<file path="src/rtl/flash_reader.sv">
// -----------------------------------------------------------------------------
// flash_reader
//   Serves byte lookups from an external SPI NOR flash using the standard
//   READ command (opcode, 24-bit address, one data byte). A one-entry tag
//   cache answers repeated lookups of the same address with no bus traffic.
//
// Parameters
//   CLK_DIV   SCK half-period in clk cycles (1..255)
//   READ_CMD  flash read opcode, shifted out first
//
// Ports
//   clk         system clock, rising edge
//   rst         asynchronous active-high reset
//   fd_address  requested byte address
//   fd_valid    request level
//   fd_ready    fd holds the byte for the presented fd_address (combinational)
//   fd          returned data byte (also the cache data entry)
//   busy        an SPI transaction is in progress
//   spi_cs_n    flash chip select, active low
//   spi_sck     SPI clock, mode 0
//   spi_mosi    command/address to flash, MSB first
//   spi_miso    data from flash
// -----------------------------------------------------------------------------
module flash_reader #(
  parameter int unsigned CLK_DIV  = 2,
  parameter logic [7:0]  READ_CMD = 8'h03
) (
  input  logic        clk,
  input  logic        rst,
  input  logic [23:0] fd_address,
  input  logic        fd_valid,
  output logic        fd_ready,
  output logic [7:0]  fd,
  output logic        busy,
  output logic        spi_cs_n,
  output logic        spi_sck,
  output logic        spi_mosi,
  input  logic        spi_miso
);

  localparam logic [7:0] DIV_LAST   = 8'(CLK_DIV - 1);
  // Deselect counter restarts at 0 on the completion edge, so reaching
  // 2*CLK_DIV-1 means chip select has been high for 2*CLK_DIV cycles by the
  // time the next accept edge arrives.
  localparam logic [8:0] DESEL_LAST = 9'(2 * CLK_DIV - 1);

  typedef enum logic {
    IDLE  = 1'b0,
    SHIFT = 1'b1
  } state_t;

  state_t      state_reg;
  logic [23:0] tag_addr_reg;
  logic        tag_valid_reg;
  logic [31:0] shift_reg;
  logic [7:0]  rx_reg;
  logic [7:0]  div_cnt_reg;
  logic [5:0]  bit_cnt_reg;
  logic [8:0]  desel_cnt_reg;

  logic hit;
  logic desel_done;
  logic half_tick;

  assign hit        = tag_valid_reg && (fd_address == tag_addr_reg);
  assign desel_done = (desel_cnt_reg == DESEL_LAST);
  assign half_tick  = (div_cnt_reg == DIV_LAST);
  assign fd_ready   = fd_valid && hit && (state_reg == IDLE);

  always_ff @(posedge clk or posedge rst) begin
    if (rst) begin
      state_reg     <= IDLE;
      tag_addr_reg  <= '0;
      tag_valid_reg <= 1'b0;
      shift_reg     <= '0;
      rx_reg        <= '0;
      div_cnt_reg   <= '0;
      bit_cnt_reg   <= '0;
      desel_cnt_reg <= DESEL_LAST;
      fd            <= '0;
      busy          <= 1'b0;
      spi_cs_n      <= 1'b1;
      spi_sck       <= 1'b0;
      spi_mosi      <= 1'b0;
    end else begin
      case (state_reg)
        IDLE: begin
          if (!desel_done) begin
            desel_cnt_reg <= desel_cnt_reg + 9'd1;
          end
          if (fd_valid && !hit && desel_done) begin
            state_reg     <= SHIFT;
            tag_addr_reg  <= fd_address;
            tag_valid_reg <= 1'b0;
            shift_reg     <= {READ_CMD, fd_address};
            spi_mosi      <= READ_CMD[7];
            spi_cs_n      <= 1'b0;
            busy          <= 1'b1;
            div_cnt_reg   <= '0;
            bit_cnt_reg   <= '0;
          end
        end

        SHIFT: begin
          if (!half_tick) begin
            div_cnt_reg <= div_cnt_reg + 8'd1;
          end else begin
            div_cnt_reg <= '0;
            if (!spi_sck) begin
              // Rising edge: data bits occupy positions 32..39.
              spi_sck <= 1'b1;
              if (bit_cnt_reg >= 6'd32) begin
                rx_reg <= {rx_reg[6:0], spi_miso};
              end
            end else begin
              spi_sck <= 1'b0;
              if (bit_cnt_reg == 6'd39) begin
                state_reg     <= IDLE;
                spi_cs_n      <= 1'b1;
                spi_mosi      <= 1'b0;
                busy          <= 1'b0;
                fd            <= rx_reg;
                tag_valid_reg <= 1'b1;
                desel_cnt_reg <= '0;
              end else begin
                // Zeros shift in behind the address, so MOSI idles at 0
                // during the data phase without extra logic.
                bit_cnt_reg <= bit_cnt_reg + 6'd1;
                shift_reg   <= {shift_reg[30:0], 1'b0};
                spi_mosi    <= shift_reg[30];
              end
            end
          end
        end

        default: state_reg <= IDLE;
      endcase
    end
  end

endmodule

</file>
<file path="config.mk">
export PLATFORM = sky130hd
export DESIGN_NAME = flash_reader
export DESIGN_NICKNAME = d
export VERILOG_FILES = /design/src/rtl/flash_reader.sv
export SDC_FILE = /design/constraint.sdc
export NUM_CORES = 1
export LEC_CHECK = 0
export CORE_MARGIN = 3
export CORE_UTILIZATION = 63
export DETAILED_ROUTE_END_ITERATION = 16
export PLACE_DENSITY = 0.85
export SETUP_SLACK_MARGIN = 0.4
export SLEW_MARGIN = 15
export SYNTH_ARGS = -nofsm -noshare
export SYNTH_HDL_FRONTEND = slang
export SYNTH_SLANG_ARGS = --single-unit
export TNS_END_PERCENT = 20
</file>
<file path="constraint.sdc">
create_clock -name clk -period 8.25 [get_ports clk]
set_input_delay 1.65 -clock clk [delete_from_list [all_inputs] [get_ports clk]]
set_output_delay 1.65 -clock clk [all_outputs]
set_load 0.01 [all_outputs]
</file>
==> results.tsv <==
metric	value	unit
timing.rr.end	shift_reg[25]$_DFFE_PP0P_	
synth_area_leaders	dfrtp_1, nand2_1, xnor2_1	
num_vias	4308	
cp_max_fo	3	
syn_area	5216	um^2
synth_largest_area_cell	dfrtp_1	
synth_cell_types	55	
clock-sinks	100	
rsz0062_at_grt	false	
fp.dieArea	9408	um^2
syn_to_final_growth	11.95	%
min_to	tag_addr_reg[12]$_DFFE_PP0P_	
period_share	0.6996	
final_hold_viol_count	0	
rrSetupSlack	4.81	ns
cts_root_buf	clkbuf_8	
numCtsBuffers	9	
largest_register_ffs	31	
multi_input_area	2476	um^2
leakagePower	0.002539	uW
core_area	7888	um^2
std_cell_rows	32	
insertion_delay	0.38	ns
nets	584	
max-vdd-ir-drop	103.7	uV
maxCapViolations	0	
boundaryPins	41	
cts_tree	done	
fmaxAchievable	173.3	MHz
antenna_found_initial	0	
period_needed	5.772	ns
p_per_area	155.0	nW/um^2
dieWidth	97.00	um
start_util	0.6613	
drt-wirelength-per-cell	19.07	um
grt_pass1_wl	21.20	mm
holdCritStartpoint	tag_addr_reg[12]$_DFFE_PP0P_	
grt_max_degree	78	
reg2regPathDepth	7	
io_buffers	40	
routed_wirelength	12.55	mm
track_usage	0.2761	
worstPathRequired	6.60	ns
drtIter0Drc	327	
slew_viol_final	0	
clk_pin_slew	0.10	ns
postCtsHoldBufs	0	
first_pass_iters	6	
num_antenna_cells	0	
yosysWarnings	0	
globalplace.congestion	0.9056	
tightest_slew	1.116	ns
r2r-start	desel_cnt_reg[0]$_DFFE_PP1P_	
fin_setup_tns	0	ns
holdPathStages	2	
critPathKind	input pin to output pin	
dp_cells	642	
skew	0.01573	ns
ys_seq_area_frac	0.4805	
fin_cells	658	
status	finished, final reports clean	
synth_edf_count	0	
setup_violations	0	
regArea	2507	um^2
htree_levels	3	
hold_class	flip-flop to flip-flop	
max-slew-margin-rel	0.2557	
post_cts.repair.setup_buffers	0	
via_per_inst	6.547	
drc_errors	0	
grt_overflow	0	
dp_hpwl	8.095	mm
cts_resized	0	
drive_gt1_frac	0.1241	
first_global_vias	4277	
ys_ff_latch	100	
yosysTopAreaCellShare	0.4653	
async_flop_share	1.000	
fillers	534	
die_y	97.00	um
end_kind	output pin	
syn_inst	529	
worstPathArrival	4.12	ns
synth_area_per_cell	9.861	um^2
max-clock-path-buffers	2	
worst_setup_path_start_kind	input pin	
syn_nets	562	
ys.flop_type	dfrtp_1	
ant_nets	0	
cell type report:
type / count / share of cell area
repair buffers: 45 / 0.07499
inverters: 20 / 0.01328
clock inverters: 7 / 0.01521
flip-flops and latches: 100 / 0.4294
multi-input cells: 375 / 0.4240
well taps: 102 / 0.02186
clock buffers: 9 / 0.02121
cells in the final DEF, fill, tap and decap left out, types with 3 or more instances in the layout:
cell and n:
dfrtp_1 96, o211ai_1 3, inv_1 18, clkdlybuf4s50_1 40
and3_1 11, nand2_1 85, nand4_1 18, o22ai_1 6
dfstp_2 3, a21o_1 3, nand3_1 48, o21ai_0 20
and4_1 15, o31ai_1 5, ha_1 5, clkbuf_8 9
xnor2_1 28, mux2_2 17, inv_8 3, buf_4 5
nor4_1 4, a2bb2oi_2 4, a211o_1 3, a21oi_1 7
nor2_1 15, xor2_1 3, nor4b_2 7, o21ai_1 7
a31oi_1 25, or3_1 3, nor3_1 5
stage by stage:
stage | hold WS [ns] | total power [uW] | instance area [um^2] | utilization | setup slack, ns
floorplan | 0.4583 | 542.6 | 5216 | - | 3.944
global placement | 0.4697 | 568.9 | 5627 | 0.7134 | 2.555
finish | 0.5068 | 905.2 | 5839 | 0.7403 | 2.478
detailed placement | 0.4833 | 571.2 | 5627 | 0.7134 | 2.531
CTS | 0.5088 | 907.9 | 5839 | 0.7403 | 2.544
global route | 0.5355 | 935.4 | 5839 | 0.7403 | 2.381
power breakdown:
group | total [uW] | leakage (uW) | switching (uW) | internal, uW
Combinational | 57.2 | 0.00117 | 32.1 | 25.1
Sequential | 505 | 0.00126 | 6.39 | 498
Clock | 343 | 0.000106 | 194 | 149
Total | 905 | 0.00254 | 233 | 672
worst max-delay path by stage:
stage | startpoint | to | slack, ns
6_report | fd_address[3] | fd_ready | 2.48
5_1_grt | fd_address[7] | fd_ready | 2.38
4_1_cts | fd_address[7] | fd_ready | 2.54
3_5_place_dp | fd_address[7] | fd_ready | 2.53
3_3_place_gp | fd_address[7] | fd_ready | 2.55
2_1_floorplan | fd_address[10] | fd_ready | 3.94
cells in the mapped netlist, types with 3 or more instances:
master / count
nand3_1: 48
nor3_1: 5
buf_4: 3
or3_1: 3
and3_1: 11
ha_1: 5
nor4_1: 4
o22ai_1: 6
a31oi_1: 25
a2bb2oi_2: 4
buf_6: 3
clkbuf_1: 18
nand4_1: 18
o21ai_0: 20
o21ai_1: 7
dfrtp_1: 97
buf_2: 9
a21oi_1: 7
nor4b_2: 7
xor2_1: 3
o211ai_1: 3
inv_1: 19
dfstp_2: 3
nand2_1: 85
mux2_2: 17
a21o_1: 3
a211o_1: 3
xnor2_1: 28
o31ai_1: 5
nor2_1: 15
and4_1: 15
layer usage:
layer  part of all wire  GRT usage  routed length, um  up-vias
li1                   -          -                  -     1957
met1               0.43     0.3820               5409     2160
met2               0.48     0.4406               6037      156
met3              0.065    0.05624                814       35
met4              0.023    0.08639                285        0
met5                  0          0                  0        -
logic make-up (layout without fill, tap and decap cells):
kind of cell             after synthesis  count (layout)  share of synthesized area
AND/OR/NAND/NOR                      226             226                     0.2403
flip-flops                           100             100                     0.4805
AO/OA/AOI/OAI                         96              96                     0.1310
buffers and inverters                 54              81                    0.04749
XOR/XNOR                              31              31                    0.05205
multiplexers                          17              17                    0.03670
adder cells (fa/ha/maj)                5               5                    0.01199
critical path, cell delays in order:
cell and delay [ns]:
clkdlybuf4s50_1 0.47, xnor2_1 0.35, nand4_1 0.18, nor4_2 0.50, nand2_1 0.16, nor3_1 0.23
clkdlybuf4s50_1 0.59
Power figures use the tool's default switching activity.
